==> src/rtl/dffrf_2r1w_port_sched.sv <==
// Write-port scheduler and read front end for the DFFRF_2R1W register file
// (combinational-read configuration). Two requesters share the single write
// port under round-robin arbitration, every entry is swept to INIT_VAL after
// reset or on CLR, and both read ports bypass the registered pending write.
`timescale 1ns/1ps

module dffrf_2r1w_port_sched #(
    parameter int                 data_w   = 32,
    parameter int                 addr_w   = 5,
    parameter logic [data_w-1:0]  INIT_VAL = '0
) (
    input  logic              CLK,
    input  logic              RST,
    input  logic              CLR,
    output logic              BUSY,

    input  logic              W0_VAL,
    output logic              W0_RDY,
    input  logic [addr_w-1:0] W0_ADDR,
    input  logic [data_w-1:0] W0_DATA,

    input  logic              W1_VAL,
    output logic              W1_RDY,
    input  logic [addr_w-1:0] W1_ADDR,
    input  logic [data_w-1:0] W1_DATA,

    output logic              RF_WE,
    output logic [addr_w-1:0] RF_RW,
    output logic [data_w-1:0] RF_DW,

    input  logic [addr_w-1:0] RA_I,
    input  logic [addr_w-1:0] RB_I,
    output logic [addr_w-1:0] RA,
    output logic [addr_w-1:0] RB,
    input  logic [data_w-1:0] DA,
    input  logic [data_w-1:0] DB,
    output logic [data_w-1:0] DA_O,
    output logic [data_w-1:0] DB_O
);

    typedef enum logic {
        SWEEP = 1'b0,
        RUN   = 1'b1
    } state_t;

    localparam logic [addr_w-1:0] PTR_LAST = '1;

    state_t            state, state_nxt;
    logic [addr_w-1:0] ptr, ptr_nxt;
    logic              rr, rr_nxt;      // 0: requester 0 preferred on contention
    logic              we_nxt;
    logic [addr_w-1:0] rw_nxt;
    logic [data_w-1:0] dw_nxt;
    logic              gsel;            // granted requester index when any is valid
    logic              accept;

    // State register: FSM state, sweep pointer, round-robin bit and the
    // registered write port, all cleared asynchronously.
    always_ff @(posedge CLK or posedge RST) begin
        if (RST) begin
            state <= SWEEP;
            ptr   <= '0;
            rr    <= 1'b0;
            RF_WE <= 1'b0;
            RF_RW <= '0;
            RF_DW <= '0;
        end else begin
            // NOTE: non-blocking assignments so every register samples the
            // pre-edge values computed by the combinational processes.
            state <= state_nxt;
            ptr   <= ptr_nxt;
            rr    <= rr_nxt;
            RF_WE <= we_nxt;
            RF_RW <= rw_nxt;
            RF_DW <= dw_nxt;
        end
    end

    // Next-state logic: sweep sequencing, CLR restart and write registration.
    always_comb begin
        // NOTE: every output of this block gets a default first so no path
        // leaves a variable unassigned and no latch is inferred.
        state_nxt = state;
        ptr_nxt   = ptr;
        rr_nxt    = rr;
        we_nxt    = 1'b0;
        rw_nxt    = RF_RW;
        dw_nxt    = RF_DW;
        case (state)
            SWEEP: begin
                if (CLR) begin
                    // Restart from entry 0; no write is issued on this edge.
                    ptr_nxt = '0;
                end else begin
                    we_nxt  = 1'b1;
                    rw_nxt  = ptr;
                    dw_nxt  = INIT_VAL;
                    ptr_nxt = ptr + 1'b1;
                    if (ptr == PTR_LAST) begin
                        state_nxt = RUN;
                        ptr_nxt   = '0;
                    end
                end
            end
            RUN: begin
                if (CLR) begin
                    state_nxt = SWEEP;
                    ptr_nxt   = '0;
                end else if (accept) begin
                    we_nxt = 1'b1;
                    rw_nxt = gsel ? W1_ADDR : W0_ADDR;
                    dw_nxt = gsel ? W1_DATA : W0_DATA;
                    rr_nxt = ~gsel;
                end
            end
            default: state_nxt = SWEEP;
        endcase
    end

    // Output logic: busy flag and round-robin grant, stalled during a sweep
    // and on any cycle where CLR is requested.
    always_comb begin
        BUSY   = (state == SWEEP);
        gsel   = (W0_VAL && W1_VAL) ? rr : W1_VAL;
        W0_RDY = (state == RUN) && !CLR && W0_VAL && !gsel;
        W1_RDY = (state == RUN) && !CLR && W1_VAL &&  gsel;
    end

    assign accept = (W0_VAL && W0_RDY) || (W1_VAL && W1_RDY);

    // Read front end: addresses pass straight through; the pending write is
    // forwarded so a read the cycle after an accept already sees new data.
    assign RA   = RA_I;
    assign RB   = RB_I;
    assign DA_O = (RF_WE && (RF_RW == RA_I)) ? RF_DW : DA;
    assign DB_O = (RF_WE && (RF_RW == RB_I)) ? RF_DW : DB;

endmodule
==> config.mk <==
export PLATFORM = sky130hd
export DESIGN_NAME = dffrf_2r1w_port_sched
export DESIGN_NICKNAME = d
export VERILOG_FILES = /design/src/rtl/dffrf_2r1w_port_sched.sv
export SDC_FILE = /design/constraint.sdc
export NUM_CORES = 1
export LEC_CHECK = 0
export CAP_MARGIN = 20
export CORE_AREA = 2 2 124 90
export DETAILED_ROUTE_END_ITERATION = 12
export DIE_AREA = 0 0 126 92
export GPL_TIMING_DRIVEN = 0
export HOLD_SLACK_MARGIN = 0.03
export PLACE_DENSITY = 0.83
export SLEW_MARGIN = 20
export SYNTH_ARGS = -nofsm -noshare
export SYNTH_HDL_FRONTEND = slang
export SYNTH_SLANG_ARGS = --single-unit
==> constraint.sdc <==
create_clock -name CLK -period 2.25 [get_ports CLK]
set_clock_uncertainty 0.1 [all_clocks]
set_input_delay 0.45 -clock CLK [delete_from_list [all_inputs] [get_ports CLK]]
set_output_delay 0.45 -clock CLK [all_outputs]
set_load 0.02 [all_outputs]
After elaboration in Yosys (flattened, before gate mapping). Cells that the tools add are included.

Flip-flop bits (word level): 45. Input bits: 153. Output and inout port bits: 115. Word-level logic and storage cells: 56.

Add/subtract/negate cells: 1. Equal/unequal tests: 7. Multiplexer cells: 24. Bitwise logic cells: 3. Reduce and logical (&&, ||, !) cells: 15.

Operators by type and width (number): two-way mux 32 bit (6); case mux 32 bit (2 select lines) (1); two-way mux 5 bit (7); case mux 5 bit (2 select lines) (2); == test 5 bit (2); logical AND 1 bit (10); two-way mux 1 bit (6); != test 2 bit (second input constant) (3); AND reduction 3 bit (2); adder 5 x 1 -> 5 bit (second input constant) (1); == test 5 bit (second input constant) (1); case mux 1 bit (2 select lines) (2); NOT 1 bit (3); zero test 1 bit (2); != test 2 x 1 -> 1 bit (second input constant) (1); logical OR 1 bit (1).

Depth between registers and ports, before layout.
Depth after elaboration: 9. Mapped depth: 6. Gate-level depth less buffers: 6.

Worst setup path after synthesis. OpenSTA, ideal clock, no wires.

Path type: reg2out. Start: register RF_RW[4]. End: output port DB_O[10]. Arrival time: 1689 ps. Required time: 1700 ps. Path slack: 11 ps. Stages on the path, launching flop included: 7. Path buffers: 2. Cells stage by stage: dfrtp_1 xor2_1 nor4_1 and3_1 buf_6 buf_12 mux2_4.

Word-level cells in the longest chain between the ends: 3.

RTL lines: from (decl) (RTL line 28) `output logic [addr_w-1:0] RF_RW,`; from (signal assigned) (RTL line 74) `RF_RW <= rw_nxt;`; == test 5 bit (RTL line 136) `assign DB_O = (RF_WE && (RF_RW == RB_I)) ? RF_DW : DB;`; logical AND 1 bit (RTL line 136); two-way mux 32 bit (RTL line 136); to (decl) (RTL line 38) `output logic [data_w-1:0] DB_O`.

No other way between the ends.

Worst setup path after layout.
Start: input port RA_I[1]. End: output port DA_O[23].

Word-level cells in the longest chain between the ends: 3.

RTL lines: from (decl) (RTL line 31) `input logic [addr_w-1:0] RA_I,`; == test 5 bit (RTL line 135) `assign DA_O = (RF_WE && (RF_RW == RA_I)) ? RF_DW : DA;`; logical AND 1 bit (RTL line 135); two-way mux 32 bit (RTL line 135); to (decl) (RTL line 37) `output logic [data_w-1:0] DA_O,`.

No other way between the ends.

==> results.cfg <==
[run_status]
status = finished, violations left
violations = setup timing

[clock_tree]
cts_sinks = 45
numCtsBuffers = 5
htreeDepth = 2
cts.clk_slew.worst_paths_ns = 0.06
clkLatencyLatePin_ns = 0.28
ctsHoldBuffers = 0
cts_root_buf = clkbuf_16
cts_buffer_depth = 2
cts_tree = yes

[yosys]
post-synth-top-area-cell = dfrtp_1
synth-seq-area-share = 0.3243
syn_avg_cell_area_um2 = 10.21
syn-num-nets = 495
netlist-cell-type-count = 28
yosysTopAreaCellShare = 0.3243
ys.flop_type = dfrtp_1
yosys_warnings = 0
netlist_instances = 340
synth_common_cells = mux2_4, dfrtp_1, nand2_1, o21ai_0, and3_1
synth_edf_count = 0
ys_top_cells_by_area = dfrtp_1, mux2_4, o21ai_0
synth.most_common_cell = mux2_4
synth-seq-cells = 45
synthArstFlopShare = 1.000
netlist_area_um2 = 3472

[floorplan]
rows = 32
fp.dieArea_um2 = 11590
initial_core_util = 0.3285
die_y_um = 92
io_pins = 268
fp.coreArea_um2 = 10570
die_x_um = 126

[pwr]
power_density_nw_per_um2 = 380.9
ir_drop_mv = 0.3271
finalPower_mw = 2.673
p_leak_nw = 3.203

[final_layout]
antennaDiodeCount = 0
fin_area_um2 = 7019
nNetsFinal = 797
final_util = 0.6641
register_area_um2 = 1127
fillerInstances = 791
drive_gt1_frac = 0.3048
area_growth_pct = 102.2
multi_input_area_um2 = 2061

[global_routing]
grt_pass1_vias = 3954
antenna_found_initial = 0
grt_max_degree = 25
grt_use_total = 0.2379
grt-ovfl-total = 0
grt_pass1_wl_um = 21730

[drt]
wl_per_cell_um = 18.57
dr.pass1.iters = 4
vias = 3835
drc_errors = 0
postRouteAntennaNets = 0
vias_per_cell = 4.923
drtIter0Drc = 135
drt-total-wl_um = 14470

[timing]
drv_slew = 0
hold_violations = 0
worst_pin_slew_ns = 0.7527
rsz0062_at_grt = true
setup_viol = 64
holdWs_ns = 0.4321
setup_slack_ns = -0.6342
relSlewSlack = 0.4929
fmax_mhz = 346.7
post-route-min-period_ns = 2.884
min_period_over_period = 1.282

[worst_setup_path]
r2r_start = state
reg2reg_depth = 6
endpoint_kind = output pin
start_kind = input pin
required_ns = 1.70
crit_path_max_fanout = 5
path_class = input pin to output pin
crit_arrival_ns = 2.33
ff2ff_setup_slack_ns = 0.39
worstReg2RegEnd = RF_RW[3]

[placed_design]
gp_routability_congestion = 0.8780
placed_area_um2 = 6332
hpwl_um = 11050
port_buffers = 266

[flow_run]
drv_cap = 0

[min_path]
hp-class = input pin to async pin
report_power, final:
part / switching [mW] / internal, mW / total, mW / leakage (nW)
Combinational: 0.378 / 0.597 / 0.974 / 2.50
Clock: 0.306 / 0.555 / 0.862 / 0.0841
Sequential: 0.0152 / 0.822 / 0.837 / 0.619
metrics by stage:
step                worst slack (ns)  TNS [ns]  cells
floorplan                    0.01121         0    340
global placement              -1.045    -86.82    742
detailed placement            -1.073    -76.20    743
CTS                          -0.6728    -35.89    784
global route                 -0.7193    -36.67    779
finish                       -0.6342    -31.30    779
cells in the final DEF (no fill, tap or decap), types with 2 or more instances in the layout:
cell type | Yosys | layout
a21oi_1 | 9 | 9
a31oi_1 | 18 | 18
and3_1 | 21 | 21
buf_12 | 6 | 11
buf_16 | 0 | 3
buf_2 | 5 | 4
buf_4 | 10 | 17
buf_6 | 2 | 78
buf_8 | 0 | 6
clkbuf_1 | 14 | 12
clkbuf_16 | 0 | 5
clkdlybuf4s15_1 | 0 | 2
clkdlybuf4s50_1 | 0 | 189
dfrtp_1 | 45 | 44
dlygate4sd2_1 | 0 | 8
ha_1 | 2 | 2
inv_1 | 3 | 2
mux2_4 | 60 | 64
mux2i_1 | 17 | 17
nand2_1 | 43 | 42
nor2_1 | 15 | 15
nor3_1 | 2 | 2
nor4_1 | 2 | 2
o21ai_0 | 40 | 40
o31ai_1 | 5 | 5
xnor2_1 | 2 | 2
xor2_1 | 8 | 8
layout make-up:
type,count,area share
repair buffers,301,0.4622
multi-input cells,254,0.2936
flip-flops and latches,45,0.1606
plain buffers,32,0.03316
well taps,136,0.02424
clock buffers,7,0.02032
clock inverters,1,0.004278
inverters,3,0.001604
routing by layer:
metal	global-route usage	part of all wire
met5	0	0
met4	0.04670	0.015
met3	0.04609	0.061
met2	0.4238	0.52
met1	0.3016	0.41
repair_timing:
action,CTS,global route
setup buffers,30,7
gates cloned,4,0
gates resized for setup,422,30
setup endpoints to repair,76,67
hold endpoints to repair,0,0
pin swaps,4,4
logic make-up (layout without fill, tap and decap cells):
group,Yosys count,after routing,synth area share
and+or+nand+nor,88,88,0.1164
muxes,81,81,0.3214
AOI/OAI and AO/OA,73,73,0.1160
DFF,45,45,0.3243
buffers and inverters,41,344,0.08937
xor gates and xnor gates,10,10,0.02523
adders and majority gates,2,2,0.007206
worst max path at each step:
stage / slack, ns / start / end / cells past startpoint
CTS: -0.67 / RF_RW[3] / DB_O[6] / 10
detailed placement: -1.07 / W0_VAL / W0_RDY / 7
floorplan: 0.01 / RF_RW[4] / DB_O[10] / 6
finish: -0.63 / RA_I[1] / DA_O[23] / 11
global placement: -1.04 / W0_VAL / W0_RDY / 7
global route: -0.72 / RF_RW[4] / DA_O[23] / 10
sequential cells by signal, summed over array words and instances, names as in the netlist:
signal,count
state,1
rr,1
ptr,5
RF_WE,1
RF_DW,32
RF_RW,5
critical path: stages:
cell and delay [ns]:
dlygate4sd2_1 0.25, xor2_1 0.15, nor4_1 0.27, and3_1 0.21, buf_6 0.13, buf_12 0.11, buf_12 0.10, buf_8 0.12
buf_12 0.10, mux2_4 0.30, buf_6 0.13
No activity file was read; power rests on OpenSTA's default activity.
